### src/rtl/mem_arb_pkg.sv
// Shared types and sizing for the I/D main-memory arbiter.
// Block geometry and memory latency defaults live here so the bench and RTL agree.
package mem_arb_pkg;

  localparam int unsigned ADDR_W_DEF  = 16;
  localparam int unsigned DATA_W_DEF  = 16;
  localparam int unsigned BLOCK_WORDS = 8;
  localparam int unsigned MEM_LAT     = 4;
  localparam int unsigned IDX_W       = $clog2(BLOCK_WORDS);
  localparam int unsigned BLOCK_MASK  = 2 * BLOCK_WORDS - 1;

  typedef enum logic [1:0] {
    ST_IDLE    = 2'd0,
    ST_I_FILL  = 2'd1,
    ST_D_FILL  = 2'd2,
    ST_D_WRITE = 2'd3
  } arb_state_t;

  typedef enum logic {
    SIDE_I = 1'b0,
    SIDE_D = 1'b1
  } side_t;

endpackage

### src/rtl/mem_arb_rr.sv
// Two-way round-robin picker: a lone requester wins, a tie goes to the side
// that did not win last time.
module mem_arb_rr
  import mem_arb_pkg::*;
(
  input  logic  i_i_req,
  input  logic  i_d_req,
  input  side_t i_last,
  output logic  o_valid_c,
  output side_t o_pick_c
);

  always_comb begin
    o_valid_c = i_i_req | i_d_req;
    o_pick_c  = SIDE_I;
    if (i_i_req && i_d_req) begin
      o_pick_c = (i_last == SIDE_I) ? SIDE_D : SIDE_I;
    end else if (i_d_req) begin
      o_pick_c = SIDE_D;
    end
  end

endmodule

### src/rtl/mem_arbiter.sv
// Shares the main-memory port between I-cache and D-cache miss handlers:
// 8-word block fills for either side and single-word D write-through stores.
module mem_arbiter
  import mem_arb_pkg::*;
#(
  parameter int unsigned ADDR_W = ADDR_W_DEF,
  parameter int unsigned DATA_W = DATA_W_DEF
) (
  input  logic              clk,
  input  logic              rst_n,
  input  logic              i_req,
  input  logic [ADDR_W-1:0] i_addr,
  output logic              i_grant,
  output logic              i_rvalid,
  output logic              i_done,
  input  logic              d_req,
  input  logic              d_we,
  input  logic [ADDR_W-1:0] d_addr,
  input  logic [DATA_W-1:0] d_wdata,
  output logic              d_grant,
  output logic              d_rvalid,
  output logic              d_done,
  output logic [DATA_W-1:0] rsp_data,
  output logic [IDX_W-1:0]  rsp_idx,
  output logic              mem_en,
  output logic              mem_wr,
  output logic [ADDR_W-1:0] mem_addr,
  output logic [DATA_W-1:0] mem_wdata,
  input  logic [DATA_W-1:0] mem_rdata,
  input  logic              mem_rvalid
);

  localparam int unsigned CNT_W = IDX_W + 1;

  arb_state_t        r_state;
  arb_state_t        w_next;
  side_t             r_last;
  logic [ADDR_W-1:0] r_addr;
  logic [DATA_W-1:0] r_wdata;
  logic [CNT_W-1:0]  r_issue_cnt;
  logic [IDX_W-1:0]  r_ret_cnt;

  logic              w_pick_valid;
  side_t             w_pick;
  logic              w_fill;
  logic              w_issuing;
  logic              w_ret;
  logic              w_last_ret;

  mem_arb_rr u_rr (
    .i_i_req   (i_req),
    .i_d_req   (d_req),
    .i_last    (r_last),
    .o_valid_c (w_pick_valid),
    .o_pick_c  (w_pick)
  );

  assign w_fill     = (r_state == ST_I_FILL) || (r_state == ST_D_FILL);
  assign w_issuing  = w_fill && (r_issue_cnt < CNT_W'(BLOCK_WORDS));
  assign w_ret      = w_fill && mem_rvalid;
  assign w_last_ret = w_ret && (r_ret_cnt == IDX_W'(BLOCK_WORDS - 1));

  // State register
  always_ff @(posedge clk or negedge rst_n) begin
    if (!rst_n) begin
      r_state <= ST_IDLE;
    end else begin
      r_state <= w_next;
    end
  end

  // Next-state: requests are only looked at in IDLE, so every transaction is
  // followed by at least one IDLE cycle.
  always_comb begin
    w_next = r_state;
    case (r_state)
      ST_IDLE: begin
        if (w_pick_valid) begin
          if (w_pick == SIDE_I) begin
            w_next = ST_I_FILL;
          end else if (d_we) begin
            w_next = ST_D_WRITE;
          end else begin
            w_next = ST_D_FILL;
          end
        end
      end
      ST_I_FILL, ST_D_FILL: begin
        if (w_last_ret) begin
          w_next = ST_IDLE;
        end
      end
      ST_D_WRITE: w_next = ST_IDLE;
      default:    w_next = ST_IDLE;
    endcase
  end

  // Grant-time latches and issue/return counters
  always_ff @(posedge clk or negedge rst_n) begin
    if (!rst_n) begin
      r_last      <= SIDE_I;
      r_addr      <= '0;
      r_wdata     <= '0;
      r_issue_cnt <= '0;
      r_ret_cnt   <= '0;
    end else if (r_state == ST_IDLE) begin
      r_issue_cnt <= '0;
      r_ret_cnt   <= '0;
      if (w_pick_valid) begin
        r_last  <= w_pick;
        r_wdata <= d_wdata;
        if (w_pick == SIDE_I) begin
          r_addr <= i_addr & ~ADDR_W'(BLOCK_MASK);
        end else if (d_we) begin
          r_addr <= d_addr & ~ADDR_W'(1);
        end else begin
          r_addr <= d_addr & ~ADDR_W'(BLOCK_MASK);
        end
      end
    end else begin
      if (w_issuing) begin
        r_issue_cnt <= r_issue_cnt + CNT_W'(1);
      end
      if (w_ret) begin
        r_ret_cnt <= r_ret_cnt + IDX_W'(1);
      end
    end
  end

  // Output steering
  always_comb begin
    i_grant   = 1'b0;
    i_rvalid  = 1'b0;
    i_done    = 1'b0;
    d_grant   = 1'b0;
    d_rvalid  = 1'b0;
    d_done    = 1'b0;
    mem_en    = 1'b0;
    mem_wr    = 1'b0;
    mem_addr  = '0;
    mem_wdata = '0;
    case (r_state)
      ST_I_FILL: begin
        i_grant  = 1'b1;
        i_rvalid = mem_rvalid;
        i_done   = w_last_ret;
      end
      ST_D_FILL: begin
        d_grant  = 1'b1;
        d_rvalid = mem_rvalid;
        d_done   = w_last_ret;
      end
      ST_D_WRITE: begin
        d_grant   = 1'b1;
        d_done    = 1'b1;
        mem_en    = 1'b1;
        mem_wr    = 1'b1;
        mem_addr  = r_addr;
        mem_wdata = r_wdata;
      end
      default: ;
    endcase
    if (w_issuing) begin
      mem_en   = 1'b1;
      mem_addr = r_addr + ADDR_W'({r_issue_cnt[IDX_W-1:0], 1'b0});
    end
  end

  assign rsp_data = mem_rdata;
  assign rsp_idx  = r_ret_cnt;

endmodule

### config.mk
export PLATFORM = sky130hd
export DESIGN_NAME = mem_arbiter
export DESIGN_NICKNAME = d
export VERILOG_FILES = /design/src/rtl/mem_arb_pkg.sv /design/src/rtl/mem_arb_rr.sv /design/src/rtl/mem_arbiter.sv
export SDC_FILE = /design/constraint.sdc
export NUM_CORES = 1
export LEC_CHECK = 0
export ABC_AREA = 1
export CORE_AREA = 2 2 88 90
export CTS_BUF_LIST = sky130_fd_sc_hd__clkbuf_8
export DETAILED_ROUTE_END_ITERATION = 7
export DIE_AREA = 0 0 90 92
export PLACE_DENSITY = 0.85
export SLEW_MARGIN = 5
export SYNTH_ARGS = -nofsm -noshare
export SYNTH_HDL_FRONTEND = slang
export SYNTH_SLANG_ARGS = --single-unit
### constraint.sdc
create_clock -name clk -period 1.95 [get_ports clk]
set_input_delay 0.39 -clock clk [delete_from_list [all_inputs] [get_ports clk]]
set_output_delay 0.39 -clock clk [all_outputs]
set_load 0.005 [all_outputs]
==> out/metrics.csv <==
metric,value,unit
status,finished with violations,
failing checks,setup timing,
initial antenna violation count,0,
"Top FF cell, synth",dfrtp_1,
largest net degree at the start of global routing,30,
Final Non-Filler Cells,647,
via count,3178,
# DRC,0,
placed cell count,597,
"Reg clk slew, reported paths",80,ps
CTS buffer count,5,
GRT overflow,0,
Final period util,124.1,%
CTS Root Cell,clkbuf_8,
final-report max-slew violation count,0,
filler cell count,629,
"Cell Area, Synth",2706,um^2
clock sink count,41,
"EDFF count, synth",0,
critical path capture point type,primary output,
"most common cell after layout, fill and taps aside",nand2_1,
Pwr Density,1312,nW/um^2
final HPWL from detailed placement,5881,um
Crit path buffers/inverters,4,
Synth warnings,0,
average wire per standard cell,14.58,um
Iteration-0 DRC Markers,247,
Final setup violation count,19,
setup ws final,-469.4,ps
pre-CTS setup slack,-543.3,ps
gp weighted congestion,0.8531,
port bufs,90,
CP arrival,2030,ps
TritonRoute pass-1 iters,5,
Startpoint Class,flop,
number of global-route vias before repair,3065,
core area,7447,um^2
first-pass GRT wire length,13860,um
WP data required,1560,ps
"Clk Latency, worst-skew pair",290,ps
CP max stage delay,380,ps
"Max FO, Critical Path",3,
Mapped Nets,482,
area growth from synthesis to layout,66.39,%
Die X-Extent,90,um
fraction of layout cells with a size suffix above 1,35.05,%
Nets,626,
Setup Crit Path Kind,flop to primary output,
VDD IR max,0.0005586,V
max cap viols,0,
antenna violation net count after detailed routing,0,
average cell area after synthesis,6.766,um^2
drt total wl,9433,um
CTS Buffer Depth,2,
CP cell instances,ha_2 > inv_2 > fa_2 > inv_2 > nand3_2 > nand2_4 > nand2_4 > buf_6 > nor2_4 > nand2_1 > nand2_1 > buf_2,
fraction of registers with async set or reset after synthesis,100.0,%
critical path's slowest cell,dfrtp_1,
Initial Util,36.34,%
GRT Util Overall,20.42,%
Netlist cell types,23,
most frequent cells in the layout,"nand2_1 (128), clkdlybuf4s50_1 (50), buf_4 (46)",
Die Span Y,92,um
die area,8280,um^2
TNS Setup,-4929,ps
FF/Latch Area,1026,um^2
RSZ-0062 raised after global routing,true,
antenna fix cells,0,
CTS tree,built,
I/O pins,129,
Synth Instances,400,
endpoints failing hold,0,
Max Fclk,413.3,MHz
Seq cells post-synth,41,
Vias/cell,4.912,
Leakage,2.471,nW
Final min period,2419,ps
Cell Rows,32,
area taken by multi-input logic gates,1592,um^2
Top delay family on crit path,adder cells,
H-tree depth,2,
Worst Skew,6.636,ps
hold crit path type,flop to flop,
fin util,60.47,%
register area share after synthesis,37.91,%
## area by class of cell
class	instances	share of cell area (%)
multi-input cells	274	35.34
repair buffers	165	32.12
flip-flops and latches	41	22.78
inverters	57	5.085
well taps	102	2.834
clock buffers	5	1.528
clock inverters	3	0.3056
## tightest hold or removal path, delay by kind of cell (launching register included)
family	cells	cell delay, ps
DFF	1	350
and+or+nand+nor	2	110
## final timing paths
kind	from	to	slack, ps	depth (start not counted)
hold reg to reg	r_wdata[2]	r_wdata[2]	490	2
setup / recovery	r_addr[1]	mem_addr[13]	-470	12
hold / removal	r_wdata[2]	r_wdata[2]	490	2
max in group asynchronous	rst_n	r_addr[13]	920	3
setup reg to reg	r_state[1]	r_state[0]	120	13
min in group asynchronous	rst_n	r_wdata[4]	510	2
## power by group
group	leakage (nW)	internal, mW	switching, mW
registers	0.514	1.22	0.367
clock network	0.0491	0.243	0.292
logic	1.91	1.82	1.96
## flip-flops by register name (all words and copies together), names as in the netlist
signal / count
r_addr: 15
r_last: 1
rsp_idx: 3
r_issue_cnt: 4
r_state: 2
r_wdata: 16
## Yosys cell counts, types with 2 or more instances
cell	instances	area, um^2
nand2_1	156	585.6
buf_2	3	15.01
nand4_1	4	25.02
inv_2	3	11.26
xor2_1	3	26.28
ha_1	11	137.6
dfrtp_1	41	1026
buf_4	21	157.7
o22ai_1	5	31.28
o21ai_0	18	90.09
inv_1	54	202.7
nor2_1	38	142.6
clkbuf_1	2	7.510
a21oi_1	2	10.01
buf_6	2	22.52
o21ai_1	16	80.08
nand3_1	15	75.07
## per-layer routing
metal  GRT usage [%]  wire length [um]  part of all wire (%)
met5               0                 0                     0
met4           7.692               261                   2.8
met3           4.766               649                   6.9
met1           23.11              3583                    38
met2           37.34              4939                    52
## through the flow
step,total power [mW],area [um^2],hold slack (ps)
final,5.907,4503,488.8
after global routing,6.303,4503,523.8
after CTS,5.244,4265,489.0
after detailed placement,4.293,3775,288.5
after global placement,4.185,3775,283.0
after floorplan,2.962,2706,94.41
## what timing repair did
action                                  4_1_cts  5_1_grt
buffers inserted                             22       25
endpoints found under the setup margin       39       33
gates resized for setup                     166       95
hold buffers                                  1        0
pin swaps                                    26       37
cloned                                        3        0
hold endpoints to repair                     10        0
## logic make-up (layout without fill, tap and decap cells)
group | count (synthesis) | in the layout | synth area share [%]
AO/OA/AOI/OAI | 42 | 42 | 8.091
XOR/XNOR | 3 | 3 | 0.9711
adder cells (fa/ha/maj) | 12 | 12 | 5.825
buffers and inverters | 85 | 230 | 15.39
flip-flops | 41 | 41 | 37.91
other | 1 | 1 | 0.1386
AND/OR/NAND/NOR | 216 | 216 | 31.67
No activity file was read; power rests on OpenSTA's default activity.
